==> config.mk <==
export PLATFORM = sky130hd
export DESIGN_NAME = gate_vector_sequencer
export DESIGN_NICKNAME = d
export VERILOG_FILES = /design/src/rtl/gate_seq_pkg.sv /design/src/rtl/gate_vector_sequencer.sv
export SDC_FILE = /design/constraint.sdc
export NUM_CORES = 1
export LEC_CHECK = 0
export BUFFER_PORTS_ARGS = -buffer_cell sky130_fd_sc_hd__buf_2
export CORE_MARGIN = 2
export CORE_UTILIZATION = 58
export CTS_CLUSTER_DIAMETER = 40
export DETAILED_ROUTE_END_ITERATION = 8
export MAX_ROUTING_LAYER = met4
export PLACE_DENSITY_LB_ADDON = 0.2
export RECOVER_POWER = 50
export SLEW_MARGIN = 25
export SYNTH_ARGS = -nofsm -noshare
export SYNTH_HDL_FRONTEND = slang
export SYNTH_SLANG_ARGS = --single-unit
==> constraint.sdc <==
create_clock -name clk -period 3 [get_ports clk]
set_clock_uncertainty 0.2 [all_clocks]
set_input_delay 0.45 -clock clk [delete_from_list [all_inputs] [get_ports clk]]
set_output_delay 0.45 -clock clk [all_outputs]
set_load 0.01 [all_outputs]
==> src/rtl/gate_seq_pkg.sv <==
// Shared types and constants for the two-input gate vector sequencer.
package gate_seq_pkg;

    typedef enum logic [1:0] {
        ST_IDLE   = 2'd0,
        ST_SETTLE = 2'd1,
        ST_SAMPLE = 2'd2,
        ST_DONE   = 2'd3
    } gate_seq_state_e;

    localparam int         NUM_VECTORS = 4;
    localparam logic [3:0] AND_TT      = 4'b1000;

endpackage

==> src/rtl/gate_vector_sequencer.sv <==
// Walks a two-input gate through vectors 00,01,10,11, holds each for
// SETTLE_CYCLES, samples y once per vector and reports a pass/fail summary.
//
//   state  | meaning
//   IDLE   | waiting for start; results of the last run stay visible
//   SETTLE | current vector driven on a/b, settle counter running down
//   SAMPLE | one cycle: y compared with EXPECT_TT[idx]
//   DONE   | one cycle: done pulse, pass valid
module gate_vector_sequencer
    import gate_seq_pkg::*;
#(
    parameter int         SETTLE_CYCLES = 2,
    parameter logic [3:0] EXPECT_TT     = AND_TT
) (
    input  logic       clk,
    input  logic       rst,
    input  logic       start,
    input  logic       abort,
    output logic       a,
    output logic       b,
    input  logic       y,
    output logic       busy,
    output logic       done,
    output logic       pass,
    output logic [2:0] err_count,
    output logic [3:0] fail_vec
);

    localparam logic [3:0] SETTLE_LOAD = 4'(SETTLE_CYCLES);
    localparam logic [1:0] LAST_IDX    = 2'(NUM_VECTORS - 1);

    gate_seq_state_e state_q, state_d;
    logic [3:0]      cnt_q, cnt_d;
    logic [1:0]      idx_q, idx_d;
    logic [2:0]      err_q, err_d;
    logic [3:0]      fail_q, fail_d;
    logic            pass_q, pass_d;
    logic            mismatch;

    // State register with synchronous reset.
    always_ff @(posedge clk) begin
        if (rst) begin
            state_q <= ST_IDLE;
        end else begin
            state_q <= state_d;
        end
    end

    // Next-state logic; abort only matters while a run is in flight.
    always_comb begin
        state_d = state_q;
        case (state_q)
            ST_IDLE: begin
                if (start) state_d = ST_SETTLE;
            end
            ST_SETTLE: begin
                if (abort)               state_d = ST_IDLE;
                else if (cnt_q <= 4'd1)  state_d = ST_SAMPLE;
            end
            ST_SAMPLE: begin
                if (abort)                  state_d = ST_IDLE;
                else if (idx_q == LAST_IDX) state_d = ST_DONE;
                else                        state_d = ST_SETTLE;
            end
            ST_DONE: begin
                state_d = ST_IDLE;
            end
            default: state_d = ST_IDLE;
        endcase
    end

    // Datapath next values: settle down-counter, vector index and result bookkeeping.
    always_comb begin
        idx_d    = idx_q;
        cnt_d    = cnt_q;
        err_d    = err_q;
        fail_d   = fail_q;
        pass_d   = pass_q;
        mismatch = (y != EXPECT_TT[idx_q]);
        case (state_q)
            ST_IDLE: begin
                if (start) begin
                    idx_d  = 2'd0;
                    cnt_d  = SETTLE_LOAD;
                    err_d  = 3'd0;
                    fail_d = 4'd0;
                    pass_d = 1'b0;
                end
            end
            ST_SETTLE: begin
                if (abort) begin
                    idx_d  = 2'd0;
                    cnt_d  = 4'd0;
                    err_d  = 3'd0;
                    fail_d = 4'd0;
                    pass_d = 1'b0;
                end else if (cnt_q != 4'd0) begin
                    cnt_d = cnt_q - 4'd1;
                end
            end
            ST_SAMPLE: begin
                // Abort discards this vector's comparison as well.
                if (abort) begin
                    idx_d  = 2'd0;
                    cnt_d  = 4'd0;
                    err_d  = 3'd0;
                    fail_d = 4'd0;
                    pass_d = 1'b0;
                end else begin
                    if (mismatch) begin
                        err_d         = err_q + 3'd1;
                        fail_d[idx_q] = 1'b1;
                    end
                    if (idx_q == LAST_IDX) begin
                        pass_d = (err_d == 3'd0);
                    end else begin
                        idx_d = idx_q + 2'd1;
                        cnt_d = SETTLE_LOAD;
                    end
                end
            end
            default: ;
        endcase
    end

    // Datapath registers with synchronous reset.
    always_ff @(posedge clk) begin
        if (rst) begin
            idx_q  <= 2'd0;
            cnt_q  <= 4'd0;
            err_q  <= 3'd0;
            fail_q <= 4'd0;
            pass_q <= 1'b0;
        end else begin
            idx_q  <= idx_d;
            cnt_q  <= cnt_d;
            err_q  <= err_d;
            fail_q <= fail_d;
            pass_q <= pass_d;
        end
    end

    // Status outputs decoded from the current state.
    always_comb begin
        busy = 1'b0;
        done = 1'b0;
        case (state_q)
            ST_SETTLE, ST_SAMPLE: busy = 1'b1;
            ST_DONE:              done = 1'b1;
            default: ;
        endcase
    end

    assign a         = idx_q[1];
    assign b         = idx_q[0];
    assign pass      = pass_q;
    assign err_count = err_q;
    assign fail_vec  = fail_q;

endmodule
==> impl_metrics.tcl <==
set metrics [dict create \
    placementRows 14 \
    timing.fmax_mhz 456 \
    synth_most_common_cell "dfxtp_1" \
    dp_hpwl_mm 1.60 \
    ctsHoldBuffers 0 \
    drc 0 \
    die_w_um 45.0 \
    cts_buffer_depth 2 \
    cpMaxStageDelayCell "xor2_2" \
    worst_setup_path_start_kind "register" \
    nNetsFinal 152 \
    slew_violations 0 \
    hold_viol 0 \
    clockRootBuffer "clkbuf_4" \
    wire_per_inst_um 14.3 \
    start_util_pct 63.1 \
    criticalPathCategory "reg -> reg" \
    netlist_instances 116 \
    overflow 0 \
    postSynth.asyncResetShare_pct 0 \
    synthTopCellsByArea "dfxtp_1, ha_1, a21oi_1" \
    crit_required_ns 3.04 \
    cts_sinks 16 \
    finalSetupTns_ns 0 \
    layout_min_cycle_time_ns 2.20 \
    rsz0062_at_grt "false" \
    fin_crit_sh_pct 73.2 \
    syn2layout_area_growth_pct 11.7 \
    place_ws_ns 0.875 \
    setup_viol 0 \
    grt_start_max_net_pins 14 \
    slew_headroom_pct 57.2 \
    drive_above_1_share_pct 8.21 \
    endpoint_kind "register" \
    wl_mm 2.14 \
    power-per-cell-area_nw_per_um2 437 \
    syn_area_um2 973 \
    ios 17 \
    post_cts_buffers 0 \
    p_leak_nw 0.426 \
    cp_max_fo 10 \
    synth_area_leader_cell "dfxtp_1" \
    yosysTopAreaCellShare_pct 32.9 \
    status "complete, no violations" \
    post_cts_resize_count 0 \
    cts_tree "built" \
    cp_data_arrival_time_ns 2.24 \
    first_iter_violations 27 \
    num_vias 928 \
    avgSynthCellArea_um2 8.39 \
    yosys_most_used_dff "dfxtp_1" \
    ys_warn_count 0 \
    grt_pass1_wl_mm 3.38 \
    hp-class "reg -> reg" \
    worst-path-buf-inv 0 \
    io_buffers 16 \
    yosysSeqAreaShare_pct 32.9 \
    grt_usage_pct 23.9 \
    ys_seq_elements 16 \
    die-area_um2 2020 \
    cts_buffers 3 \
    nFillCells 128 \
    vias_per_cell 6.19 \
    stdcell_count 150 \
    placed_cells 146 \
    clk_latency_ns 0.30 \
    maxCapViolations 0 \
    worst_hold_slack_ns 0.279 \
    htree_levels 1 \
    firstDrtPassIters 4 \
    die_h_um 45.0 \
    tightest_slew_ns 0.636 \
    synth_common_cells "dfxtp_1, ha_1, nor2_1" \
    core_area_um2 1540 \
    crit_family "simple AND/OR/NAND/NOR gates" \
    clkTransAtPathRegs_ns 0.10 \
    antenna_found_initial 0 \
    ant_nets 0 \
    synth_edf_count 0 \
    worst_slack_ns 0.805 \
    worst_path_largest_cell_delay_ns 0.44 \
    grt_pass1_vias 800 \
    routabilityCongestion 0.805 \
    crit_chain "ha_1, xor2_2, nand2_2, or4_1, a21oi_1" \
    ir_worst_vdd_mv 0.308 \
    syn_nets 133 \
    n_antenna_cell 0 \
    ys_types 33 \
]
## final timing paths
kind,cells past startpoint,start,slack [ns],to
max,5,idx_q[0],0.80,err_count[2]
min,2,fail_vec[1],0.28,fail_vec[1]
max reg2reg,5,idx_q[0],0.80,err_count[2]
min reg2reg,2,fail_vec[1],0.28,fail_vec[1]
## logic make-up after synthesis
group | count (synthesis) | share of synthesized area (%)
compound gates | 31 | 20.7
fa+ha+maj | 12 | 15.4
simple gates | 43 | 23.8
flops | 16 | 32.9
buf+inv | 12 | 4.63
xor+xnor | 2 | 2.57
## sequential cells by signal, indices dropped and copies added (netlist names)
signal / count
cnt_q: 4
err_count: 3
idx_q: 2
pass: 1
fail_vec: 4
state_q: 2
## worst reg2reg max path: cells and delay by family (launching register included)
family	cells	cell delay, ns
xor gates and xnor gates	1	0.44
adders and majority gates	1	0.36
and+or+nand+nor	2	0.56
AOI/OAI and AO/OA	1	0.15
DFF	1	0.43
## cells in the final DEF, fill, tap and decap left out, types with 5 or more instances in the layout
cell	synthesis	layout
nor3_1	7	7
nor2_1	11	11
a21oi_1	9	9
o21ai_0	5	5
a31oi_1	5	5
dfxtp_1	16	16
ha_1	12	12
inv_1	10	10
clkbuf_1	2	12
## through the flow
stage | instance area (um2) | total power, W | utilization, %
2_1_floorplan | 973 | 0.000303 | -
3_3_place_gp | 1070 | 0.000326 | 69.2
3_5_place_dp | 1070 | 0.000328 | 69.2
4_1_cts | 1100 | 0.000472 | 71.5
5_1_grt | 1090 | 0.000495 | 70.5
6_report | 1090 | 0.000475 | 70.5
## report_power, final
part	total [W]	internal, W	switching (W)	leakage [nW]
Sequential	0.000225	0.000220	0.00000575	0.130
Clock	0.000151	0.0000742	0.0000764	0.0210
Combinational	0.0000991	0.0000373	0.0000618	0.275
Total	0.000475	0.000331	0.000144	0.426
## layout make-up
class	count	area (um2)	share of cell area [%]
inverters	10	37.5	3.45
multi-input cells	88	608	55.9
well taps	16	20.0	1.84
clock buffers	4	36.3	3.34
repair buffers	16	65.1	5.98
flip-flops and latches	16	320	29.5
## per-layer routing
layer	up-vias	wire length, um	track usage, %
met1	422	939	28.7
met2	47	1010	37.1
li1	454	-	-
met4	0	38	12.9
met3	5	152	5.20
met5	-	0	-
Power figures use the tool's default switching activity.
